[src/rtl/match_ctrl_pkg.sv]
// Shared definitions for the match controller: state and winner encodings,
// datapath widths, and the timeout winner decision.
package match_ctrl_pkg;

    localparam int SCORE_W = 3;
    localparam int TIME_W  = 8;
    localparam int PAUSE_W = 4;

    typedef enum logic [1:0] {
        ST_IDLE      = 2'd0,
        ST_PLAY      = 2'd1,
        ST_PAUSE     = 2'd2,
        ST_GAME_OVER = 2'd3
    } state_t;

    typedef enum logic [1:0] {
        WIN_NONE = 2'd0,
        WIN_P1   = 2'd1,
        WIN_P2   = 2'd2,
        WIN_DRAW = 2'd3
    } winner_t;

    // Winner when the clock runs out: higher score wins, equal scores draw.
    function automatic winner_t timeout_winner(input logic [SCORE_W-1:0] s1,
                                               input logic [SCORE_W-1:0] s2);
        winner_t w;
        if (s1 > s2) begin
            w = WIN_P1;
        end else if (s2 > s1) begin
            w = WIN_P2;
        end else begin
            w = WIN_DRAW;
        end
        return w;
    endfunction

endpackage

[src/rtl/match_ctrl_goal_edge_det.sv]
// Two-input goal rising-edge detector. A held level counts once; when both
// players' goals rise in the same cycle neither edge is reported.
module goal_edge_det
    import match_ctrl_pkg::*;
(
    input  logic clock,
    input  logic reset,
    input  logic goal_p1,
    input  logic goal_p2,
    output logic edge_p1,
    output logic edge_p2
);

    logic hist_p1_r;
    logic hist_p2_r;
    logic rise_p1_s;
    logic rise_p2_s;

    // One-flop history of each goal level, cleared by reset.
    always_ff @(posedge clock or posedge reset) begin
        if (reset) begin
            hist_p1_r <= 1'b0;
            hist_p2_r <= 1'b0;
        end else begin
            hist_p1_r <= goal_p1;
            hist_p2_r <= goal_p2;
        end
    end

    // Raw rising edges, then suppress both when they coincide.
    always_comb begin
        rise_p1_s = goal_p1 & ~hist_p1_r;
        rise_p2_s = goal_p2 & ~hist_p2_r;
        if (rise_p1_s && rise_p2_s) begin
            edge_p1 = 1'b0;
            edge_p2 = 1'b0;
        end else begin
            edge_p1 = rise_p1_s;
            edge_p2 = rise_p2_s;
        end
    end

endmodule

[src/rtl/match_ctrl.sv]
// Match controller: scores, match clock, post-goal pause and winner decision.
// Optional feature macro MATCH_CTRL_SUDDEN_DEATH_EN: a tied timeout keeps
// playing with the clock stopped at 0 and the next counted goal wins.
module match_ctrl
    import match_ctrl_pkg::*;
#(
    parameter int WIN_SCORE     = 7,
    parameter int MATCH_SECONDS = 150,
    parameter int PAUSE_TICKS   = 2
) (
    input  logic       clock,
    input  logic       reset,
    input  logic       start,
    input  logic       goal_p1,
    input  logic       goal_p2,
    input  logic       sec_tick,
    output logic [2:0] score_p1,
    output logic [2:0] score_p2,
    output logic [7:0] time_left,
    output logic       enable_timer,
    output logic       clear_sig,
    output logic [1:0] state,
    output logic [1:0] winner
);

    localparam logic [SCORE_W-1:0] WIN_S   = SCORE_W'(WIN_SCORE);
    localparam logic [TIME_W-1:0]  MATCH_T = TIME_W'(MATCH_SECONDS);
    localparam logic [PAUSE_W-1:0] PAUSE_T = PAUSE_W'(PAUSE_TICKS);

    state_t              state_r, state_nxt_s;
    logic [SCORE_W-1:0]  score_p1_r, score_p2_r, s1_upd_s, s2_upd_s, s1_nxt_s, s2_nxt_s;
    logic [TIME_W-1:0]   time_r, time_upd_s, time_nxt_s;
    logic [PAUSE_W-1:0]  pause_cnt_r, pause_nxt_s;
    winner_t             winner_r, winner_nxt_s;
    logic                sd_r, sd_nxt_s;
    logic                enable_timer_r, enable_nxt_s;
    logic                clear_r, clear_nxt_s;
    logic                edge_p1_s, edge_p2_s;
    logic                start_ok_s, play_s, goal_s, win_goal_s, timeout_s;

    goal_edge_det u_goal_edge_det (
        .clock   (clock),
        .reset   (reset),
        .goal_p1 (goal_p1),
        .goal_p2 (goal_p2),
        .edge_p1 (edge_p1_s),
        .edge_p2 (edge_p2_s)
    );

    // Decode this cycle's events: goal first, then the clock, then timeout.
    always_comb begin
        start_ok_s = start && ((state_r == ST_IDLE) || (state_r == ST_GAME_OVER));
        play_s     = (state_r == ST_PLAY);
        goal_s     = play_s && (edge_p1_s || edge_p2_s);
        if (play_s && edge_p1_s) begin
            s1_upd_s = score_p1_r + 3'd1;
        end else begin
            s1_upd_s = score_p1_r;
        end
        if (play_s && edge_p2_s) begin
            s2_upd_s = score_p2_r + 3'd1;
        end else begin
            s2_upd_s = score_p2_r;
        end
        if (play_s && !sd_r && sec_tick && (time_r != 8'd0)) begin
            time_upd_s = time_r - 8'd1;
        end else begin
            time_upd_s = time_r;
        end
        win_goal_s = goal_s && ((s1_upd_s == WIN_S) || (s2_upd_s == WIN_S));
        timeout_s  = play_s && !sd_r && (time_upd_s == 8'd0);
    end

`ifdef MATCH_CTRL_SUDDEN_DEATH_EN
    logic tie_s;
    assign tie_s = (s1_upd_s == s2_upd_s);
`endif

    // State register.
    always_ff @(posedge clock or posedge reset) begin
        if (reset) begin
            state_r <= ST_IDLE;
        end else begin
            state_r <= state_nxt_s;
        end
    end

    // Next-state logic.
    always_comb begin
        state_nxt_s = state_r;
        case (state_r)
            ST_IDLE, ST_GAME_OVER: begin
                if (start) begin
                    state_nxt_s = ST_PLAY;
                end else begin
                    state_nxt_s = state_r;
                end
            end
            ST_PLAY: begin
                if (win_goal_s || (sd_r && goal_s)) begin
                    state_nxt_s = ST_GAME_OVER;
                end else if (timeout_s) begin
`ifdef MATCH_CTRL_SUDDEN_DEATH_EN
                    if (tie_s) begin
                        state_nxt_s = ST_PLAY;
                    end else begin
                        state_nxt_s = ST_GAME_OVER;
                    end
`else
                    state_nxt_s = ST_GAME_OVER;
`endif
                end else if (goal_s) begin
                    state_nxt_s = ST_PAUSE;
                end else begin
                    state_nxt_s = ST_PLAY;
                end
            end
            ST_PAUSE: begin
                if (sec_tick && (pause_cnt_r <= 4'd1)) begin
                    state_nxt_s = ST_PLAY;
                end else begin
                    state_nxt_s = ST_PAUSE;
                end
            end
            default: state_nxt_s = ST_IDLE;
        endcase
    end

    // Next values of the registered outputs and datapath.
    always_comb begin
        s1_nxt_s     = score_p1_r;
        s2_nxt_s     = score_p2_r;
        time_nxt_s   = time_r;
        pause_nxt_s  = pause_cnt_r;
        winner_nxt_s = winner_r;
        sd_nxt_s     = sd_r;
        case (state_r)
            ST_IDLE, ST_GAME_OVER: begin
                if (start) begin
                    s1_nxt_s     = 3'd0;
                    s2_nxt_s     = 3'd0;
                    time_nxt_s   = MATCH_T;
                    pause_nxt_s  = 4'd0;
                    winner_nxt_s = WIN_NONE;
                    sd_nxt_s     = 1'b0;
                end else begin
                    s1_nxt_s     = score_p1_r;
                    s2_nxt_s     = score_p2_r;
                end
            end
            ST_PLAY: begin
                s1_nxt_s   = s1_upd_s;
                s2_nxt_s   = s2_upd_s;
                time_nxt_s = time_upd_s;
                if (state_nxt_s == ST_PAUSE) begin
                    pause_nxt_s = PAUSE_T;
                end else begin
                    pause_nxt_s = pause_cnt_r;
                end
                if (state_nxt_s == ST_GAME_OVER) begin
                    sd_nxt_s = 1'b0;
                    if (win_goal_s || (sd_r && goal_s)) begin
                        winner_nxt_s = edge_p1_s ? WIN_P1 : WIN_P2;
                    end else begin
                        winner_nxt_s = timeout_winner(s1_upd_s, s2_upd_s);
                    end
                end else if ((state_nxt_s == ST_PLAY) && timeout_s) begin
                    // Only reachable on a tied timeout with sudden death built in.
                    sd_nxt_s = 1'b1;
                end else begin
                    sd_nxt_s = sd_r;
                end
            end
            ST_PAUSE: begin
                if (sec_tick && (pause_cnt_r != 4'd0)) begin
                    pause_nxt_s = pause_cnt_r - 4'd1;
                end else begin
                    pause_nxt_s = pause_cnt_r;
                end
            end
            default: begin
                s1_nxt_s = score_p1_r;
            end
        endcase
        enable_nxt_s = (state_nxt_s == ST_PLAY) && !sd_nxt_s;
        clear_nxt_s  = start_ok_s;
    end

    // Datapath and output registers.
    always_ff @(posedge clock or posedge reset) begin
        if (reset) begin
            score_p1_r     <= 3'd0;
            score_p2_r     <= 3'd0;
            time_r         <= MATCH_T;
            pause_cnt_r    <= 4'd0;
            winner_r       <= WIN_NONE;
            sd_r           <= 1'b0;
            enable_timer_r <= 1'b0;
            clear_r        <= 1'b0;
        end else begin
            score_p1_r     <= s1_nxt_s;
            score_p2_r     <= s2_nxt_s;
            time_r         <= time_nxt_s;
            pause_cnt_r    <= pause_nxt_s;
            winner_r       <= winner_nxt_s;
            sd_r           <= sd_nxt_s;
            enable_timer_r <= enable_nxt_s;
            clear_r        <= clear_nxt_s;
        end
    end

    assign score_p1     = score_p1_r;
    assign score_p2     = score_p2_r;
    assign time_left    = time_r;
    assign enable_timer = enable_timer_r;
    assign clear_sig    = clear_r;
    assign state        = state_r;
    assign winner       = winner_r;

endmodule

[config.mk]
export PLATFORM = sky130hd
export DESIGN_NAME = match_ctrl
export DESIGN_NICKNAME = d
export VERILOG_FILES = /design/src/rtl/match_ctrl_pkg.sv /design/src/rtl/match_ctrl_goal_edge_det.sv /design/src/rtl/match_ctrl.sv
export SDC_FILE = /design/constraint.sdc
export NUM_CORES = 1
export LEC_CHECK = 0
export CORE_MARGIN = 2
export CORE_UTILIZATION = 51
export CTS_CLUSTER_DIAMETER = 100
export CTS_CLUSTER_SIZE = 30
export DETAILED_ROUTE_END_ITERATION = 6
export PLACE_DENSITY = 0.79
export RECOVER_POWER = 25
export SETUP_SLACK_MARGIN = 0.05
export SLEW_MARGIN = 30
export SYNTH_ARGS = -nofsm -noshare
export SYNTH_HDL_FRONTEND = slang
export SYNTH_SLANG_ARGS = --single-unit
export TNS_END_PERCENT = 5
[constraint.sdc]
create_clock -name clock -period 2.9 [get_ports clock]
set_clock_uncertainty 0.2 [all_clocks]
set_input_delay 0.58 -clock clock [delete_from_list [all_inputs] [get_ports clock]]
set_output_delay 0.58 -clock clock [all_outputs]
set_load 0.005 [all_outputs]
Yosys cells after proc, flatten, opt, wreduce, memory -nomap -nowiden
Index checks and enable logic that the tools add are counted.

$add $sub $neg: 4. Multiply operators: 0. Div/mod/pow operators: 0. Order comparisons: 3. Equality and inequality tests: 12. Shift-type cells: 0. Mux-type cells: 31. Bitwise logic cells: 4. Reduce and logical (&&, ||, !) cells: 30.

Operator list (count): $mux 2 (10); $mux 8 (2); $pmux 8 s2 (1); $logic_and 1x1->1 (15); $mux 4 (3); $pmux 3 s2 (2); $pmux 4 s3 (1); $mux 3 (3); $eq 2x2->1 const B (4); $logic_not 8->1 (1); $reduce_bool 8->1 (1); $sub 8x1->8 const B (1); $add 3x1->3 const B (2); $eq 3x3->1 const B (2); $gt 3x3->1 (2); $mux 1 (6); $pmux 2 s3 (1); $reduce_and 3->1 (2); $eq 2x1->1 const B (2); $le 4x1->1 const B (1); $logic_or 1x1->1 (4); $ne 2x1->1 const B (2); $ne 2x2->1 const B (2); $pmux 2 s2 (1); 10 further kinds (13).

Register bits after elaboration: 27. Bits in latches: 0. Bits in writable memories: 0. ROM bits: 0. Input bits: 6. Output and inout port bits: 20. Word-level logic and storage cells: 95. Memories kept: 0.

Logic depth before layout (Yosys ltp)
Depth in word-level cells: 19. Mapped depth: 13. Depth with buffers taken out: 13.

By module
Synthesis repeated with hierarchy kept, for this count alone.

Cell total of the unflattened synthesis: 223. Area, all modules: 2023.2 um2.

By module, submodules not included: match_ctrl (times used 1, cells an instance 216, area an instance 1928.1 um2, sequential area each 630.6 um2); goal_edge_det (times used 1, cells an instance 7, area an instance 95.1 um2, sequential area each 50.0 um2).

Worst setup path before layout
Ideal clock, no wire load.

Path type: reg2reg. Start point: reg time_r[1] (netlist: time_left[1]). End point: reg winner_r[1] (netlist: winner[1]). Arrival time: 2.699 ns. Required time: 2.631 ns. Path slack: -0.068 ns. Stages on the path, launching flop included: 10. Cells stage by stage: dfstp_2 -> inv_1 -> ha_1 -> nor3b_2 -> a21oi_2 -> mux2_4 -> nor4_4 -> o22ai_1 -> or4_1 -> nand3_1.

Cells in the longest elaborated chain, start to end: 11. Elaborated cells between the ends (all ways): 12. Those cells by class: 1 x add/sub; 2 x eq/ne; 4 x mux; 5 x reduce/logical.

RTL lines: from (decl) (RTL line match_ctrl.sv:32) `logic [TIME_W-1:0] time_r, time_upd_s, time_nxt_s;`; from (signal assigned) (RTL line match_ctrl.sv:203) `time_r <= time_nxt_s;`; parallel branches: the longest is 2 deep, another holds $sub 8x1->8; $mux 8 * (RTL line match_ctrl.sv:65) `if (play_s && !sd_r && sec_tick && (time_r != 8'd0)) begin`; $logic_not 8->1 * (RTL line match_ctrl.sv:71) `timeout_s = play_s && !sd_r && (time_upd_s == 8'd0);`; $logic_and 1x1->1 * (RTL line match_ctrl.sv:71); $mux 2 * (RTL line match_ctrl.sv:102) `end else if (timeout_s) begin`; $mux 2 * (RTL line match_ctrl.sv:100) `if (win_goal_s || (sd_r && goal_s)) begin`; $pmux 2 s3 * (RTL line match_ctrl.sv:91) `case (state_r)`; $eq 2x2->1 * (RTL line match_ctrl.sv:160) `if (state_nxt_s == ST_GAME_OVER) begin`; $ne 2x1->1 (no line) *; $reduce_and 3->1 (no line) *; to (signal assigned) (RTL line match_ctrl.sv:205) `winner_r <= winner_nxt_s;`; to (decl) (RTL line match_ctrl.sv:34) `winner_t winner_r, winner_nxt_s;`.

Mark *: on every way between the ends. A chain may end at the register's enable or synchronous reset.

Worst setup path after layout
Start point: reg time_r[5] (netlist: time_left[5]). End point: reg sd_r.

Cells in the longest elaborated chain, start to end: 13. Elaborated cells between the ends (all ways): 15. Those cells by class: 1 x add/sub; 2 x eq/ne; 7 x mux; 5 x reduce/logical.

RTL lines: parallel branches: the longest is 2 deep, another holds $sub 8x1->8; $mux 8 * (RTL line match_ctrl.sv:65); $logic_not 8->1 * (RTL line match_ctrl.sv:71); $logic_and 1x1->1 * (RTL line match_ctrl.sv:71); $mux 2 (RTL line match_ctrl.sv:102); $mux 2 (RTL line match_ctrl.sv:100); $pmux 2 s3 (RTL line match_ctrl.sv:91); $eq 2x1->1 (RTL line match_ctrl.sv:167) `end else if ((state_nxt_s == ST_PLAY) && timeout_s) begin`; $logic_and 1x1->1 (RTL line match_ctrl.sv:167); $mux 1 (RTL line match_ctrl.sv:167); $mux 1 * (RTL line match_ctrl.sv:160); $pmux 1 s2 * (RTL line match_ctrl.sv:137) `case (state_r)`; via sd_nxt_s (RTL line match_ctrl.sv:35) `logic sd_r, sd_nxt_s;`; to (signal assigned) (RTL line match_ctrl.sv:206) `sd_r <= sd_nxt_s;`; to (decl) (RTL line match_ctrl.sv:35).

Mark *: on every way through the listed nets, which the timed path passes.

==> metrics.md <==
| Metric | Value |
|---|---|
| Count of maximum capacitance violations | `1` |
| Number of optimization iterations in the first detailed-route pass | `4` |
| Synthesized Nets | `264` |
| Routed vias | `2174` |
| Top FF cell, synth | `sky130_fd_sc_hd__dfrtp_1` |
| Std cell rows | `23` |
| GRT Total Usage | `26.1%` |
| Horizontal die dimension | `69.3 µm` |
| HP Start | `goal_p1` |
| Number of instances in the placed design | `358` |
| Minimum clock period | `2.90 ns` |
| Ratio of cells with drive above 1 in the final layout | `35.1%` |
| Area share of the largest cell type after synthesis | `26.5%` |
| Initial DRC count | `239` |
| Data required, critical path | `2.93 ns` |
| Number of antenna violations at the first check in global routing | `0` |
| Data arrival, critical path | `2.92 ns` |
| Startpoint of the lowest-slack register-to-register path | `time_left[5]` |
| Highest-delay cell along the critical path | `sky130_fd_sc_hd__or4b_1` |
| FF+latch count, synth | `27` |
| Run status | `finished with violations` |
| Reg2Reg Capture Point | `sd_r` |
| Half-perimeter wire length after detailed placement | `4470 µm` |
| Type of the worst setup path | `register to register` |
| Total Nets Final | `340` |
| Maximum fanout along the worst path | `8` |
| R2r worst-path depth | `9` |
| Share of the cycle needed by the critical path after routing | `99.9%` |
| Power density of the placed cells | `943 nW/µm²` |
| Number of hold violations in the final report | `0` |
| CTS clock-pin slew for the worst setup and hold paths | `0.10 ns` |
| Largest stage delay on the critical path | `0.54 ns` |
| Commonest cells after routing, fill and taps aside | `sky130_fd_sc_hd__buf_4, sky130_fd_sc_hd__dfrtp_1, sky130_fd_sc_hd__clkdlybuf4s50_1` |
| Die H | `69.3 µm` |
| Synth warnings | `0` |
| Area of the die | `4800 µm²` |
| Highest ir drop seen on vdd | `0.000664 V` |
| Vias in the first global route | `2130` |
| Pin count of the biggest net entering global routing | `28` |
| Core region area | `4060 µm²` |
| Class of the tightest hold or removal check | `primary input to register` |
| Non-filler instance count after layout | `369` |
| Post-route ant nets | `0` |
| Number of diodes | `0` |
| Netlist Area Pre-Place | `2170 µm²` |
| Worst Max-Slew Pin Slew | `1.52 ns` |
| Kind of start point of the critical path | `register` |
| CP top delay family | `simple AND/OR/NAND/NOR gates` |
| CTS HTree Levels | `1` |
| Number of synthesized flops with an enable pin | `0` |
| Root Buffer Master | `sky130_fd_sc_hd__clkbuf_8` |
| Top cells by area, synth | `sky130_fd_sc_hd__dfrtp_1, sky130_fd_sc_hd__ha_1, sky130_fd_sc_hd__dfstp_2` |
| Fill cell count | `289` |
| Cell area reported after detailed placement | `2940 µm²` |
| CP Capture Type | `register` |
| Relative slew margins | `-1.39%` |
| Library cell occupying the most area in the post-synthesis netlist | `sky130_fd_sc_hd__dfrtp_1` |
| Wire length of the first global-routing pass | `10200 µm` |
| Violated checks | `max-capacitance violations, max-slew violations` |
| Final routed DRC violation total | `0` |
| Post-synthesis sequential area ratio | `31.3%` |
| Final count of pins violating max slew | `28` |
| Highest Clock Rate | `345 MHz` |
| Worst Hold Slack | `0.329 ns` |
| Global placer's final weighted congestion | `0.892` |
| Worst Hold Depth | `1` |
| Proportion of synthesized flip-flops having asynchronous set or reset | `100%` |
| Count of clock tree sinks | `27` |
| Gate count after technology mapping | `244` |
| Latest clock arrival within the worst-skew pair | `0.29 ns` |
| Number of buffers between clock root and the deepest sink | `2` |
| Wire length after detailed routing | `6360 µm` |
| Global route total overflow | `0` |
| TritonCTS buffer count | `3` |
| Most common library cell in the layout ignoring fill and taps | `sky130_fd_sc_hd__buf_4` |
| Final cell area excluding filler cells | `3140 µm²` |
| Cells along the critical path | `buf_4 > nor4_4 > buf_4 > a21oi_2 > mux2_4 > nor4_4 > o22ai_2 > or4b_1 > nand3_1` |
| Cell variety after synth | `64` |
| Unrepaired setup endpoints after global routing | `yes` |
| Port bufs | `25` |
| Leakage power | `1.39 nW` |
| Combined area of the multi-input logic cells | `1570 µm²` |
| Hold Path Sink | `u_goal_edge_det.hist_p1_r` |
| Critical path buffers and inverters | `2` |
| Detail-routed via count per cell | `5.89` |
| R2R Setup Slk | `0.002 ns` |
| Average cell area after synthesis | `8.91 µm²` |
| TritonCTS clock tree | `done` |
| Sequential Area | `681 µm²` |
| WL/cell | `17.2 µm` |
| Layout overhead on the synthesized area | `44.2%` |
| Count of endpoints failing setup in the final report | `0` |
| Number of placed I/O pins | `26` |
| Initial Utilization | `53.6%` |
[synthesized netlist by cell type, types with 3 or more instances]
master,n
sky130_fd_sc_hd__dfrtp_1,23
sky130_fd_sc_hd__nand2_1,21
sky130_fd_sc_hd__inv_1,18
sky130_fd_sc_hd__nor2_1,17
sky130_fd_sc_hd__o21ai_0,15
sky130_fd_sc_hd__ha_1,14
sky130_fd_sc_hd__a21oi_1,10
sky130_fd_sc_hd__nand3_1,9
sky130_fd_sc_hd__clkbuf_1,8
sky130_fd_sc_hd__mux2i_1,8
sky130_fd_sc_hd__nand2b_1,8
sky130_fd_sc_hd__nor2b_1,5
sky130_fd_sc_hd__o211ai_1,5
sky130_fd_sc_hd__xor2_1,5
sky130_fd_sc_hd__dfstp_2,4
sky130_fd_sc_hd__nor4_1,4
sky130_fd_sc_hd__a22o_1,3
sky130_fd_sc_hd__and3_1,3
sky130_fd_sc_hd__nand3b_1,3
sky130_fd_sc_hd__nand4_1,3
sky130_fd_sc_hd__or3_1,3
[cells by family after synthesis]
family          count (synthesis)  share of synthesized area (%)
xor+xnor                        5                           2.01
mux                            12                           5.93
simple gates                   95                           26.1
compound gates                 61                           20.9
fa+ha+maj                      14                           8.06
flops                          27                           31.3
buf+inv                        30                           5.75
[per-stage QoR]
step                      setup slack (ns)  power [mW]  util (%)  TNS (ns)
after CTS                           0.0113        2.81      75.4         0
after floorplan                    -0.0185        1.72         -   -0.0507
final                              0.00230        2.96      77.3         0
after detailed placement            -0.700        2.51      72.4     -4.56
after global routing               -0.0924        3.15      77.3    -0.279
after global placement              -0.527        2.46      72.4     -3.61
[where the power goes]
| group | leakage [nW] | internal, mW | switching [mW] |
|---|---|---|---|
| logic | 1.02 | 1.05 | 1.11 |
| registers | 0.348 | 0.494 | 0.0780 |
| clock network | 0.0255 | 0.0968 | 0.129 |
[registers in the layout (all words and copies together), names as in the netlist]
| signal | flops |
|---|---|
| clear_sig | 1 |
| enable_timer | 1 |
| pause_cnt_r | 4 |
| score_p1 | 3 |
| score_p2 | 3 |
| sd_r | 1 |
| state | 2 |
| time_left | 8 |
| u_goal_edge_det.hist_p1_r | 1 |
| u_goal_edge_det.hist_p2_r | 1 |
| winner | 2 |
[what timing repair did]
| action | 4_1_cts | 5_1_grt |
|---|---|---|
| hold endpoints to repair | 0 | 0 |
| resized for setup | 14 | 6 |
| setup endpoints to repair | 8 | 7 |
| buffers inserted | 1 | 6 |
| hold buffers | 0 | 0 |
| pin swaps | 9 | 11 |
[layer usage]
metal  vias up  global-route usage [%]  share of wire, %
met5         -                       0                 0
met4         0                    10.5               2.1
met3        11                    2.18               5.0
met2        85                    45.0                50
met1      1045                    33.8                43
li1       1033                       -                 -
[worst max-delay path by stage]
stage / start / cells past startpoint / to
floorplan: goal_p1 / 10 / pause_cnt_r[1]
CTS: state[1] / 12 / winner[0]
global placement: goal_p1 / 12 / winner[1]
finish: time_left[5] / 9 / sd_r
detailed placement: goal_p1 / 12 / winner[1]
global route: time_left[5] / 9 / sd_r
[cell type report]
class	count	share of cell area, %
multi-input cells	187	50.2
repair buffers	83	22.5
flip-flops and latches	27	21.7
inverters	18	2.15
well taps	50	2.00
clock buffers	3	1.32
clock inverters	1	0.160
(Power assumes the default switching activity.)
